[src/rtl/bcd_stopwatch.sv]
// SS.cc BCD stopwatch with start/stop and clear buttons; optional lap hold via BCD_STOPWATCH_LAP_EN.
// Latency: a button press acts 2 clocks after it is sampled, and all outputs are registered.
// Backpressure: none; the buttons are level inputs and the digits are free-running registers.
module bcd_stopwatch #(
  parameter int TICK_DIV = 1000000
) (
  input  logic       clk,
  input  logic       rst_n,
  input  logic       btn_ss,
  input  logic       btn_clr,
`ifdef BCD_STOPWATCH_LAP_EN
  input  logic       btn_lap,
`endif
  output logic [3:0] val3,
  output logic [3:0] val2,
  output logic [3:0] val1,
  output logic [3:0] val0,
  output logic       running,
  output logic       ovf
);

  localparam int PW = (TICK_DIV > 1) ? $clog2(TICK_DIV) : 1;
  localparam logic [PW-1:0] PMAX = PW'(TICK_DIV - 1);

  typedef enum logic [1:0] {IDLE, RUN, PAUSE} state_t;

  state_t        state, state_next;
  logic [2:0]    ss_sh, clr_sh;
  logic          ss_ev, clr_ev;
  logic [PW-1:0] presc;
  logic          tick, do_clr, carry_out;
  logic [15:0]   cnt, cnt_inc, cnt_next;

  // Bits [1:0] synchronize the button and bit [2] delays it for edge detection.
  assign ss_ev  = ss_sh[1] & ~ss_sh[2];
  assign clr_ev = clr_sh[1] & ~clr_sh[2];
  assign tick   = (state == RUN) && (presc == PMAX);

  always_comb begin
    state_next = state;
    do_clr     = 1'b0;
    case (state)
      IDLE: begin
        if (clr_ev)     do_clr = 1'b1;
        else if (ss_ev) state_next = RUN;
      end
      RUN: begin
        if (ss_ev) state_next = PAUSE;
      end
      PAUSE: begin
        if (clr_ev) begin
          state_next = IDLE;
          do_clr     = 1'b1;
        end else if (ss_ev) begin
          state_next = RUN;
        end
      end
      default: state_next = IDLE;
    endcase
  end

  always_comb begin
    logic c;
    cnt_inc = '0;
    c       = 1'b1;
    for (int i = 0; i < 4; i++) begin
      if (c && (cnt[4*i +: 4] == 4'd9)) begin
        cnt_inc[4*i +: 4] = 4'd0;
      end else begin
        cnt_inc[4*i +: 4] = cnt[4*i +: 4] + {3'b000, c};
        c = 1'b0;
      end
    end
    carry_out = c;
  end

  always_comb begin
    cnt_next = cnt;
    if (do_clr)    cnt_next = '0;
    else if (tick) cnt_next = cnt_inc;
  end

  always_ff @(posedge clk) begin
    if (!rst_n) begin
      state   <= IDLE;
      ss_sh   <= '0;
      clr_sh  <= '0;
      presc   <= '0;
      cnt     <= '0;
      running <= 1'b0;
      ovf     <= 1'b0;
    end else begin
      state   <= state_next;
      ss_sh   <= {ss_sh[1:0], btn_ss};
      clr_sh  <= {clr_sh[1:0], btn_clr};
      // A paused partial interval is thrown away.
      if (state != RUN || tick) presc <= '0;
      else                      presc <= presc + 1'b1;
      cnt     <= cnt_next;
      running <= (state_next == RUN);
      if (do_clr)                 ovf <= 1'b0;
      else if (tick && carry_out) ovf <= 1'b1;
    end
  end

`ifdef BCD_STOPWATCH_LAP_EN
  logic [2:0]  lap_sh;
  logic        lap_ev, lap_hold, hold_next;
  logic [15:0] disp;

  assign lap_ev = lap_sh[1] & ~lap_sh[2];

  always_comb begin
    hold_next = lap_hold;
    if (state_next != RUN)        hold_next = 1'b0;
    else if (state == RUN && lap_ev) hold_next = ~lap_hold;
  end

  // While held, disp keeps the value shown on the capture edge.
  always_ff @(posedge clk) begin
    if (!rst_n) begin
      lap_sh   <= '0;
      lap_hold <= 1'b0;
      disp     <= '0;
    end else begin
      lap_sh   <= {lap_sh[1:0], btn_lap};
      lap_hold <= hold_next;
      if (!hold_next) disp <= cnt_next;
    end
  end

  assign {val3, val2, val1, val0} = disp;
`else
  assign {val3, val2, val1, val0} = cnt;
`endif

endmodule

[config.mk]
export PLATFORM = sky130hd
export DESIGN_NAME = bcd_stopwatch
export DESIGN_NICKNAME = d
export VERILOG_FILES = /design/src/rtl/bcd_stopwatch.sv
export SDC_FILE = /design/constraint.sdc
export NUM_CORES = 1
export LEC_CHECK = 0
export BUFFER_PORTS_ARGS = -buffer_cell sky130_fd_sc_hd__buf_4
export CAP_MARGIN = 20
export CORE_MARGIN = 2
export CORE_UTILIZATION = 30
export DETAILED_ROUTE_END_ITERATION = 8
export MAX_ROUTING_LAYER = met4
export PLACE_DENSITY_LB_ADDON = 0.05
export SYNTH_ARGS = -nofsm -noshare
export SYNTH_HDL_FRONTEND = slang
export SYNTH_SLANG_ARGS = --single-unit
[constraint.sdc]
create_clock -name clk -period 2.6 [get_ports clk]
set_input_delay 0.13 -clock clk [delete_from_list [all_inputs] [get_ports clk]]
set_output_delay 0.13 -clock clk [all_outputs]
set_load 0.01 [all_outputs]
* Word-level counts from Yosys, hierarchy flattened *
Cells that the tools add are included.

word-level totals
  register bits after elaboration = 46
  bits in latches = 0
  memory bits (writable) = 0
  ROM bits = 0
  input bits = 4
  output and inout bits = 18
  word-level logic and storage cells = 51
  memories = 0

operators by class
  add/sub/neg operators = 5
  multiply operators = 0
  div/mod/pow operators = 0
  order comparisons = 0
  eq/ne operators = 9
  shift-type cells = 0
  multiplexer cells = 15
  bitwise operators = 5
  reduce and logical (&&, ||, !) cells = 10

operators with widths
  operator                 count
  $add A20 B1 Y20 const B  1
  $eq A20 B20 Y1 const B   1
  $eq A4 B4 Y1 const B     4
  $mux W4                  4
  $add A4 B1 Y4            3
  $mux W2                  4
  $mux W1                  6
  $pmux W2 S3              1
  $reduce_or A2 Y1         3
  $logic_and A1 B1 Y1      5
  $add A4 B1 Y4 const B    1
  $eq A2 B1 Y1 const B     2
  $not A1 Y1               3
  $and A1 B1 Y1            2
  $eq A2 B2 Y1 const B     1
  $logic_not A2 Y1         1
  $ne A2 B1 Y1 const B     1
  $logic_or A1 B1 Y1       1

* Depth between registers and ports, before layout *
Gate-level depths: netlist of the first run.

  word-level depth = 9
  mapped depth = 8

* Worst setup path before layout of the first run *
No wires, ideal clock.

  path type = register -> register
  from = register presc[0]
  to = register cnt[3]
  library setup time = 0.074 ns
  arrival = 2.132 ns
  slack = 0.393 ns
  cell stages (with the launch flop) = 7
  buffers on the path = 1
  period minus slack after synthesis = 2.207 ns
  cells stage by stage = dfxtp_1 -> ha_1 -> nand4_1 -> or4_1 -> clkbuf_2 -> or4_1 -> a31oi_1

between the ends
  cells in the longest elaborated chain, start to end = 2

ends and longest elaborated chain
  item                      RTL line  RTL
  start: declaration        30        logic [PW-1:0] presc;
  start signal: assignment  98        else presc <= presc + 1'b1;
  $eq A20 B20 Y1            37        assign tick = (state == RUN) && (presc == PMAX);
  $logic_and A1 B1 Y1       37
  end signal: assignment    99        cnt <= cnt_next;
  end: declaration          32        logic [15:0] cnt, cnt_inc, cnt_next;

Every way passes these cells.
A chain may end at the register's enable or synchronous reset.

* Worst setup path in the final report of the first run *
  from = register presc[9]
  to = register cnt[0]

Same word-level chain as after synthesis.

==> results.py, run 1 <==
metrics = {
    "status": {
        "status": "completed",
    },
    "timing": {
        "maxClockFrequency_mhz": 454,
        "timing.setup.tns_ps": 0,
        "worst_pin_slew_ps": 616,
        "holdWs_ps": 36.1,
        "fin_crit_sh": 0.847,
        "slew_headroom": 0.588,
        "slew_viol_final": 0,
        "finalHoldViolations": 0,
        "fin_crit_ps": 2200,
        "setup_viol": 0,
        "rsz0062_at_grt": "no",
        "final.setup_skew_ps": 4.75,
    },
    "die": {
        "io_pins": 22,
        "die_area_sq_um": 7780,
        "die_y_um": 88.2,
        "std_cell_rows": 30,
        "initial_core_util": 0.312,
        "core_area_sq_um": 6830,
        "dieWidth_um": 88.2,
    },
    "grt": {
        "grt_pass1_vias": 1642,
        "overflow": 0,
        "track_usage": 0.133,
        "antenna_found_initial": 0,
        "grt_pass1_wl_um": 7960,
        "grt_max_degree": 21,
    },
    "drt": {
        "antenna_left": 0,
        "drc_errors": 0,
        "num_vias": 1805,
        "drtIter0Drc": 118,
        "wl_um": 4660,
        "detail_route.wl_per_cell_um": 12.6,
        "drt-vias-per-instance": 4.87,
        "first_pass_iters": 5,
    },
    "logic_synthesis": {
        "synth.area.top_cells": "dfxtp_1 (43%), xnor2_1 (4.5%), nor2_1 (4.2%)",
        "synth_seq_area_share": 0.433,
        "synth_edf_count": 0,
        "synth_area_per_cell_sq_um": 8.62,
        "yosys.cell_count.top_type": "dfxtp_1",
        "synth_warnings": 0,
        "yosys_register_bits": 46,
        "synth.distinct_cells": 41,
        "synth_flop_cell": "dfxtp_1",
        "ys_top_cells_by_count": "dfxtp_1 (46), nor2_1 (24), nand2_1 (16), a21oi_1 (15)",
        "synth_area_sq_um": 2130,
        "yosysTopAreaCell": "dfxtp_1",
        "netlist.area_leader.share": 0.433,
        "async_flop_share": 0,
        "syn_inst": 247,
        "syn-num-nets": 258,
    },
    "place": {
        "portBuffers": 21,
        "dp.final_hpwl_um": 3320,
        "gp_congestion": 0.764,
        "dp_cells": 363,
    },
    "clock_tree": {
        "cts_hold_buf": 0,
        "clkTransAtPathRegs_ps": 90,
        "htreeDepth": 2,
        "cts_inserted_buffers": 5,
        "post_cts_buffers": 0,
        "cts_resized": 0,
        "cts_tree": "yes",
        "clock_path_buffers": 2,
        "insertion_delay_ps": 290,
        "clock-sinks": 46,
        "cts_root_buffer": "clkbuf_8",
    },
    "layout": {
        "drive_above_1_share": 0.145,
        "final_cells": 371,
        "antennaDiodeCount": 0,
        "areaGrowthSynthToFinish_pct": 19.7,
        "final_nets": 285,
    },
    "power_and_ir_drop": {
        "ir_drop_mv": 0.197,
        "p_sw_frac": 0.206,
        "p_per_area_nw_per_um2": 500,
        "p_clk_frac": 0.413,
        "intPower_mw": 1.01,
        "p_leak_nw": 0.886,
        "combPwrFrac": 0.028,
        "switching_power_mw": 0.262,
        "seq_power_share": 0.559,
    },
    "run": {
        "cap_viol_max_count": 0,
    },
    "critical_path": {
        "startpoint_type": "flop",
        "path_max_fanout": 12,
        "critPathKind": "reg -> reg",
        "cp_data_required_time_ps": 2830,
        "end_kind": "flop",
        "crit_start": "presc[9]$_SDFF_PP0_",
        "r2r-start": "presc[9]$_SDFF_PP0_",
        "worstPathArrival_ps": 2430,
    },
    "hold_path": {
        "min_from": "btn_ss",
        "worstHoldPathType": "in -> reg",
    },
}
==> power groups by stage <==
stage                     clock [mW]  combinational [mW]  sequential [mW]
final                          0.526              0.0353            0.712
after global routing           0.584              0.0402            0.713
after CTS                      0.553              0.0364            0.713
after detailed placement           0              0.0363            0.729
after global placement             0              0.0369            0.729
after floorplan                    0              0.0205            0.729
==> per-layer routing <==
metal,wire (um),global-route usage,vias up
met5,0,-,-
met4,33,0.0496,0
met3,193,0.0280,2
met2,2150,0.207,38
met1,2290,0.170,805
li1,-,-,960
==> stage by stage <==
| stage | util | cell area, sq um | worst slack, ps | total power [mW] |
|---|---|---|---|---|
| floorplan | - | 2130 | 393 | 0.749 |
| global placement | 0.357 | 2440 | 451 | 0.766 |
| detailed placement | 0.357 | 2440 | 413 | 0.766 |
| CTS | 0.373 | 2550 | 388 | 1.30 |
| global route | 0.373 | 2550 | 302 | 1.34 |
| finish | 0.373 | 2550 | 397 | 1.27 |
==> worst max-delay path, cell delays in order, from the launching register on <==
cell and delay (ps):
dfxtp_1 420, or4b_1 490, or4_1 530, buf_4 220, or3_1 340, a21oi_1 130
==> final cells by class <==
type	instances	area (sq um)
inverters	9	33.8
multi-input cells	182	1140
clock inverters	2	37.5
clock buffers	6	72.6
well taps	96	120
flip-flops and latches	46	921
repair buffers	30	225
fillers	729	4280
==> sequential cells by signal (all words and copies together), names as in the netlist <==
signal / flops
clr_sh: 3
ovf: 1
running: 1
ss_sh: 3
state: 2
presc: 20
cnt: 16
==> worst paths after layout <==
kind	to	cells past startpoint	slack, ps
min reg2reg	clr_sh[1]$_SDFF_PN0_	1	440
max	cnt[0]$_SDFFE_PP0P_	5	400
min	ss_sh[0]$_SDFF_PN0_	2	40
max reg2reg	cnt[0]$_SDFFE_PP0P_	5	400
==> cells in the final DEF, fill, tap and decap left out, types with 3 or more instances in the layout <==
master,synthesis,final
dfxtp_1,46,46
buf_4,0,30
nor2_1,24,24
nand2_1,16,16
a21oi_1,15,15
nand4_1,14,14
o21ai_0,14,14
nand3_1,13,13
xnor2_1,11,11
inv_1,9,9
or3_1,7,7
ha_1,7,7
and2_1,6,6
nor4_1,6,5
nor3_1,5,5
clkbuf_8,0,5
nor4bb_1,4,4
or4_1,4,4
mux2i_1,4,4
nor2b_1,3,3
o31ai_1,3,3
==> kinds of logic after synthesis <==
group,synth area share
AND/OR/NAND/NOR,0.299
flip-flops,0.433
AO/OA/AOI/OAI,0.119
buffers and inverters,0.0359
XOR/XNOR,0.0535
adder cells (fa/ha/maj),0.0412
multiplexers,0.0188
Note: power is estimated with default switching activity, not from simulation.
==> inputs of run 2 (changes only) <==
Clock period 2.6 ns to 2.25 ns, I/O delays scaled along.
==> run 2 against run 1 <==
Net effect:
- sequential cell count did not move
- critical path type unchanged
- critical endpoint unchanged
- highest routed layer unchanged
- register-to-register slack worse by 250 ps
- core utilization increased by 0.93 points
==> results.py, run 2 (synthesis gave the netlist of run 1 again) <==
metrics = {
    "drt": {
        "drt-vias-per-instance": 4.79,
        "num_vias": 1814,
        "first_pass_iters": 4,
        "detail_route.wl_per_cell_um": 12.7,
        "drc_errors": 0,
        "drtIter0Drc": 94,
        "antenna_left": 0,
        "wl_um": 4820,
    },
    "grt": {
        "antenna_found_initial": 0,
        "grt_pass1_wl_um": 8280,
        "track_usage": 0.139,
        "overflow": 0,
        "grt_pass1_vias": 1764,
        "grt_max_degree": 15,
    },
    "layout": {
        "top_regs": "presc x20, cnt x16",
        "layout_commonest_cell": "dfxtp_1",
        "final_nets": 293,
        "final_cells": 379,
        "seq_area_sq_um": 921,
        "final_cell_mix": "dfxtp_1 (46), buf_4 (38), nor2_1 (24), nand2_1 (16), a21oi_1 (15)",
        "areaGrowthSynthToFinish_pct": 22.7,
        "top_register": "presc",
        "fillers": 737,
        "multi_input_area_sq_um": 1140,
        "largest_reg_flops": 20,
        "drive_above_1_share": 0.173,
        "antennaDiodeCount": 0,
    },
    "power_and_ir_drop": {
        "ir_drop_mv": 0.234,
        "seq_power_share": 0.554,
        "p_clk_frac": 0.417,
        "power_mw": 1.49,
        "intPower_mw": 1.17,
        "p_sw_frac": 0.212,
        "switching_power_mw": 0.315,
        "combPwrFrac": 0.029,
        "p_leak_nw": 0.927,
        "p_per_area_nw_per_um2": 569,
    },
    "place": {
        "dp_cells": 371,
        "portBuffers": 21,
        "dp.final_hpwl_um": 3470,
        "gp_congestion": 0.746,
    },
    "die": {
        "die_y_um": 88.2,
        "die_area_sq_um": 7780,
        "std_cell_rows": 30,
        "dieWidth_um": 88.2,
        "io_pins": 22,
        "initial_core_util": 0.312,
        "core_area_sq_um": 6830,
    },
    "clock_tree": {
        "cts_root_buffer": "clkbuf_8",
        "htreeDepth": 2,
        "clock_path_buffers": 2,
        "insertion_delay_ps": 300,
        "clkTransAtPathRegs_ps": 90,
        "cts_tree": "yes",
        "cts_hold_buf": 0,
        "clock-sinks": 46,
        "cts_inserted_buffers": 5,
    },
    "timing": {
        "holdWs_ps": 11.1,
        "rsz0062_at_grt": "no",
        "slew_viol_final": 0,
        "worst_pin_slew_ps": 493,
        "timing.setup.tns_ps": 0,
        "maxClockFrequency_mhz": 476,
        "final.setup_skew_ps": 6.88,
        "fin_crit_ps": 2100,
        "slew_headroom": 0.671,
        "fin_crit_sh": 0.934,
        "finalHoldViolations": 0,
        "setup_viol": 0,
    },
    "critical_path": {
        "path_max_fanout": 12,
        "startpoint_type": "flop",
        "critPathKind": "reg -> reg",
        "worstPathArrival_ps": 2340,
        "cp_data_required_time_ps": 2490,
        "end_kind": "flop",
    },
    "run": {
        "cap_viol_max_count": 0,
    },
    "status": {
        "status": "completed",
    },
    "hold_path": {
        "worstHoldPathType": "in -> reg",
    },
}
## run 2: changes by cell type in the layout (fill, tap and decap cells not counted), sizes merged
cell  previous run  this run
buf             30        38
## run 2: layout make-up
| cell class | instances | share of cell area |
|---|---|---|
| sequential | 46 | 0.353 |
| tap | 96 | 0.0460 |
| clock inverter | 2 | 0.0144 |
| timing repair buffer | 38 | 0.109 |
| inverter | 9 | 0.0129 |
| clock buffer | 6 | 0.0278 |
| multi-input combinational | 182 | 0.437 |
## run 2: final timing paths
path	to	start	slack [ps]	cells after the start
worst min-delay path	clr_sh[0]$_SDFF_PN0_	btn_clr	10	2
worst max register to register	cnt[0]$_SDFFE_PP0P_	presc[15]$_SDFF_PP0_	150	5
worst min register to register	clr_sh[1]$_SDFF_PN0_	clr_sh[0]$_SDFF_PN0_	440	1
worst max-delay path	cnt[0]$_SDFFE_PP0P_	presc[15]$_SDFF_PP0_	150	5
## run 2: through the flow
stage | instance area (sq um) | setup WS [ps] | utilization
4_1_cts | 2610 | 74.1 | 0.382
6_report | 2610 | 148 | 0.382
3_3_place_gp | 2500 | 111 | 0.366
2_1_floorplan | 2130 | 43.4 | -
3_5_place_dp | 2500 | 87.3 | 0.366
5_1_grt | 2610 | 33.9 | 0.382
## run 2: layer usage
| metal | vias to the layer above | part of all wire | track usage |
|---|---|---|---|
| li1 | 967 | - | - |
| met5 | - | 0 | - |
| met3 | 5 | 0.031 | 0.0289 |
| met4 | 0 | 0.012 | 0.0496 |
| met2 | 20 | 0.46 | 0.215 |
| met1 | 822 | 0.50 | 0.181 |
## run 2: what timing repair did
| action | CTS | global route |
|---|---|---|
| endpoints found under the setup margin | 0 | 1 |
| buffers inserted | 0 | 0 |
| gates resized for setup | 0 | 1 |
## run 2: worst max-delay path: stages (launching register included)
cell and delay (ps):
dfxtp_1 330, or4b_1 550, or4_4 470, buf_4 200, or3_1 350, a21oi_1 140
## run 2: power by group through the flow
stage | clock (mW) | combinational (mW) | sequential, mW
final | 0.619 | 0.0436 | 0.823
after global routing | 0.679 | 0.0494 | 0.825
after detailed placement | 0 | 0.0448 | 0.843
after floorplan | 0 | 0.0237 | 0.842
after global placement | 0 | 0.0451 | 0.842
after CTS | 0.645 | 0.0447 | 0.824
==> inputs of run 3 (changes only) <==
Settings changed: CORE_MARGIN 2 to 5.
==> run 3 against run 2 <==
Net effect:
- fmax down 0.65%
- sequential share of layout area down 0.60 points
- final area up 1.7%
- register-to-register slack about the same
- critical path depth unchanged
- core utilization up 0.66 points
- total power up 1.9%
- largest cell class unchanged
==> results.py, run 3 (synthesis gave the netlist of run 1 again) <==
metrics = {
    "status": {
        "status": "completed",
    },
    "drt": {
        "num_vias": 1860,
        "drc_errors": 0,
        "antenna_left": 0,
        "drt-vias-per-instance": 4.88,
        "detail_route.wl_per_cell_um": 12.9,
        "drtIter0Drc": 69,
        "first_pass_iters": 4,
        "wl_um": 4900,
    },
    "power_and_ir_drop": {
        "p_per_area_nw_per_um2": 570,
        "power_mw": 1.51,
        "p_leak_nw": 0.951,
        "ir_drop_mv": 0.274,
    },
    "place": {
        "dp.final_hpwl_um": 3460,
        "gp_congestion": 0.773,
        "portBuffers": 21,
        "dpl-instance-area_sq_um": 2510,
    },
    "grt": {
        "grt_pass1_vias": 1760,
        "overflow": 0,
        "antenna_found_initial": 0,
        "grt_max_degree": 21,
        "track_usage": 0.123,
        "grt_pass1_wl_um": 8400,
    },
    "layout": {
        "fillers": 712,
        "final_nets": 295,
        "areaGrowthSynthToFinish_pct": 24.8,
        "largest_reg_flops": 20,
        "top_register": "presc",
        "final_cell_mix": "dfxtp_1 (46), buf_4 (37), nor2_1 (24), nand2_1 (16), a21oi_1 (15)",
        "drive_above_1_share": 0.179,
        "layout_commonest_cell": "dfxtp_1",
        "final_area_sq_um": 2660,
        "antennaDiodeCount": 0,
        "top_regs": "presc x20, cnt x16",
    },
    "timing": {
        "rsz0062_at_grt": "no",
        "worst_pin_slew_ps": 484,
        "setup_viol": 0,
        "timing.setup.tns_ps": 0,
        "maxClockFrequency_mhz": 473,
        "final.setup_skew_ps": 9.45,
        "slew_headroom": 0.677,
        "fin_crit_sh": 0.940,
        "finalHoldViolations": 0,
        "slew_viol_final": 0,
        "holdWs_ps": 76.0,
        "fin_crit_ps": 2120,
    },
    "clock_tree": {
        "cts_root_buffer": "clkbuf_8",
        "clkTransAtPathRegs_ps": 100,
        "insertion_delay_ps": 300,
        "cts_tree": "yes",
        "clock_path_buffers": 2,
        "cts_inserted_buffers": 5,
        "htreeDepth": 2,
        "post_cts_buffers": 0,
        "clock-sinks": 46,
    },
    "die": {
        "std_cell_rows": 30,
        "core_area_sq_um": 6830,
        "die_area_sq_um": 8880,
        "initial_core_util": 0.312,
        "io_pins": 22,
        "dieWidth_um": 94.2,
        "die_y_um": 94.2,
    },
    "critical_path": {
        "path_max_fanout": 12,
        "worstPathArrival_ps": 2360,
        "startpoint_type": "flop",
        "end_kind": "flop",
        "critPathKind": "reg -> reg",
        "cp_data_required_time_ps": 2490,
    },
    "run": {
        "cap_viol_max_count": 0,
    },
    "hold_path": {
        "worstHoldPathType": "in -> reg",
    },
}
==> run 3: cell count changes in the layout (fill, tap and decap cells not counted) <==
cell | before | now
dlygate4sd3_1 | 0 | 2
inv_6 | 0 | 2
buf_12 | 0 | 1
buf_4 | 38 | 37
clkbuf_1 | 1 | 0
clkinvlp_4 | 1 | 0
nor4_1 | 5 | 4
nor4_2 | 1 | 2
==> run 3: cell type report <==
class,count,area [sq um],share of cell area
sequential,46,921,0.347
clock buffer,5,68.8,0.0259
clock inverter,3,47.5,0.0179
inverter,9,33.8,0.0127
multi-input combinational,182,1150,0.432
tap,96,120,0.0452
timing repair buffer,40,318,0.120
==> run 3: critical path, cell delays in order (launching register included) <==
cell	delay, ps
dfxtp_1	340
or4b_1	570
or4_4	480
buf_4	200
or3_1	340
a21oi_1	130
==> run 3: power breakdown <==
group / switching [mW] / internal, mW / leakage (nW) / total, mW
Clock: 0.305 / 0.339 / 0.0591 / 0.644
Combinational: 0.0247 / 0.0221 / 0.520 / 0.0468
Sequential: 0.00316 / 0.820 / 0.372 / 0.823
Total: 0.333 / 1.18 / 0.951 / 1.51
==> run 3: through the flow <==
stage / worst slack (ps) / instances / util
6_report: 135 / 381 / 0.389
5_1_grt: 50.2 / 381 / 0.389
4_1_cts: 61.4 / 381 / 0.387
3_5_place_dp: 78.8 / 371 / 0.367
3_3_place_gp: 111 / 371 / 0.367
2_1_floorplan: 43.4 / 247 / -
==> run 3: path summary, 6_finish.rpt <==
kind | startpoint | endpoint | slack [ps] | cells after the start
setup reg to reg | presc[15]$_SDFF_PP0_ | cnt[0]$_SDFFE_PP0P_ | 130 | 5
setup / recovery | presc[15]$_SDFF_PP0_ | cnt[0]$_SDFFE_PP0P_ | 130 | 5
hold reg to reg | ss_sh[0]$_SDFF_PN0_ | ss_sh[1]$_SDFF_PN0_ | 440 | 1
hold / removal | rst_n | clr_sh[0]$_SDFF_PN0_ | 80 | 2
==> run 3: timing repair <==
action / CTS / global route
setup endpoints to repair: 0 / 2
hold endpoints to repair: 2 / 0
hold buffers: 2 / 0
resized for setup: 0 / 2
==> run 3: metal layers <==
layer | up-vias | wire length (um) | global-route usage | part of all wire
met2 | 20 | 2290 | 0.202 | 0.47
met3 | 7 | 145 | 0.0272 | 0.030
li1 | 974 | - | - | -
met1 | 859 | 2400 | 0.150 | 0.49
met5 | - | 0 | - | 0
met4 | 0 | 68 | 0.0433 | 0.014
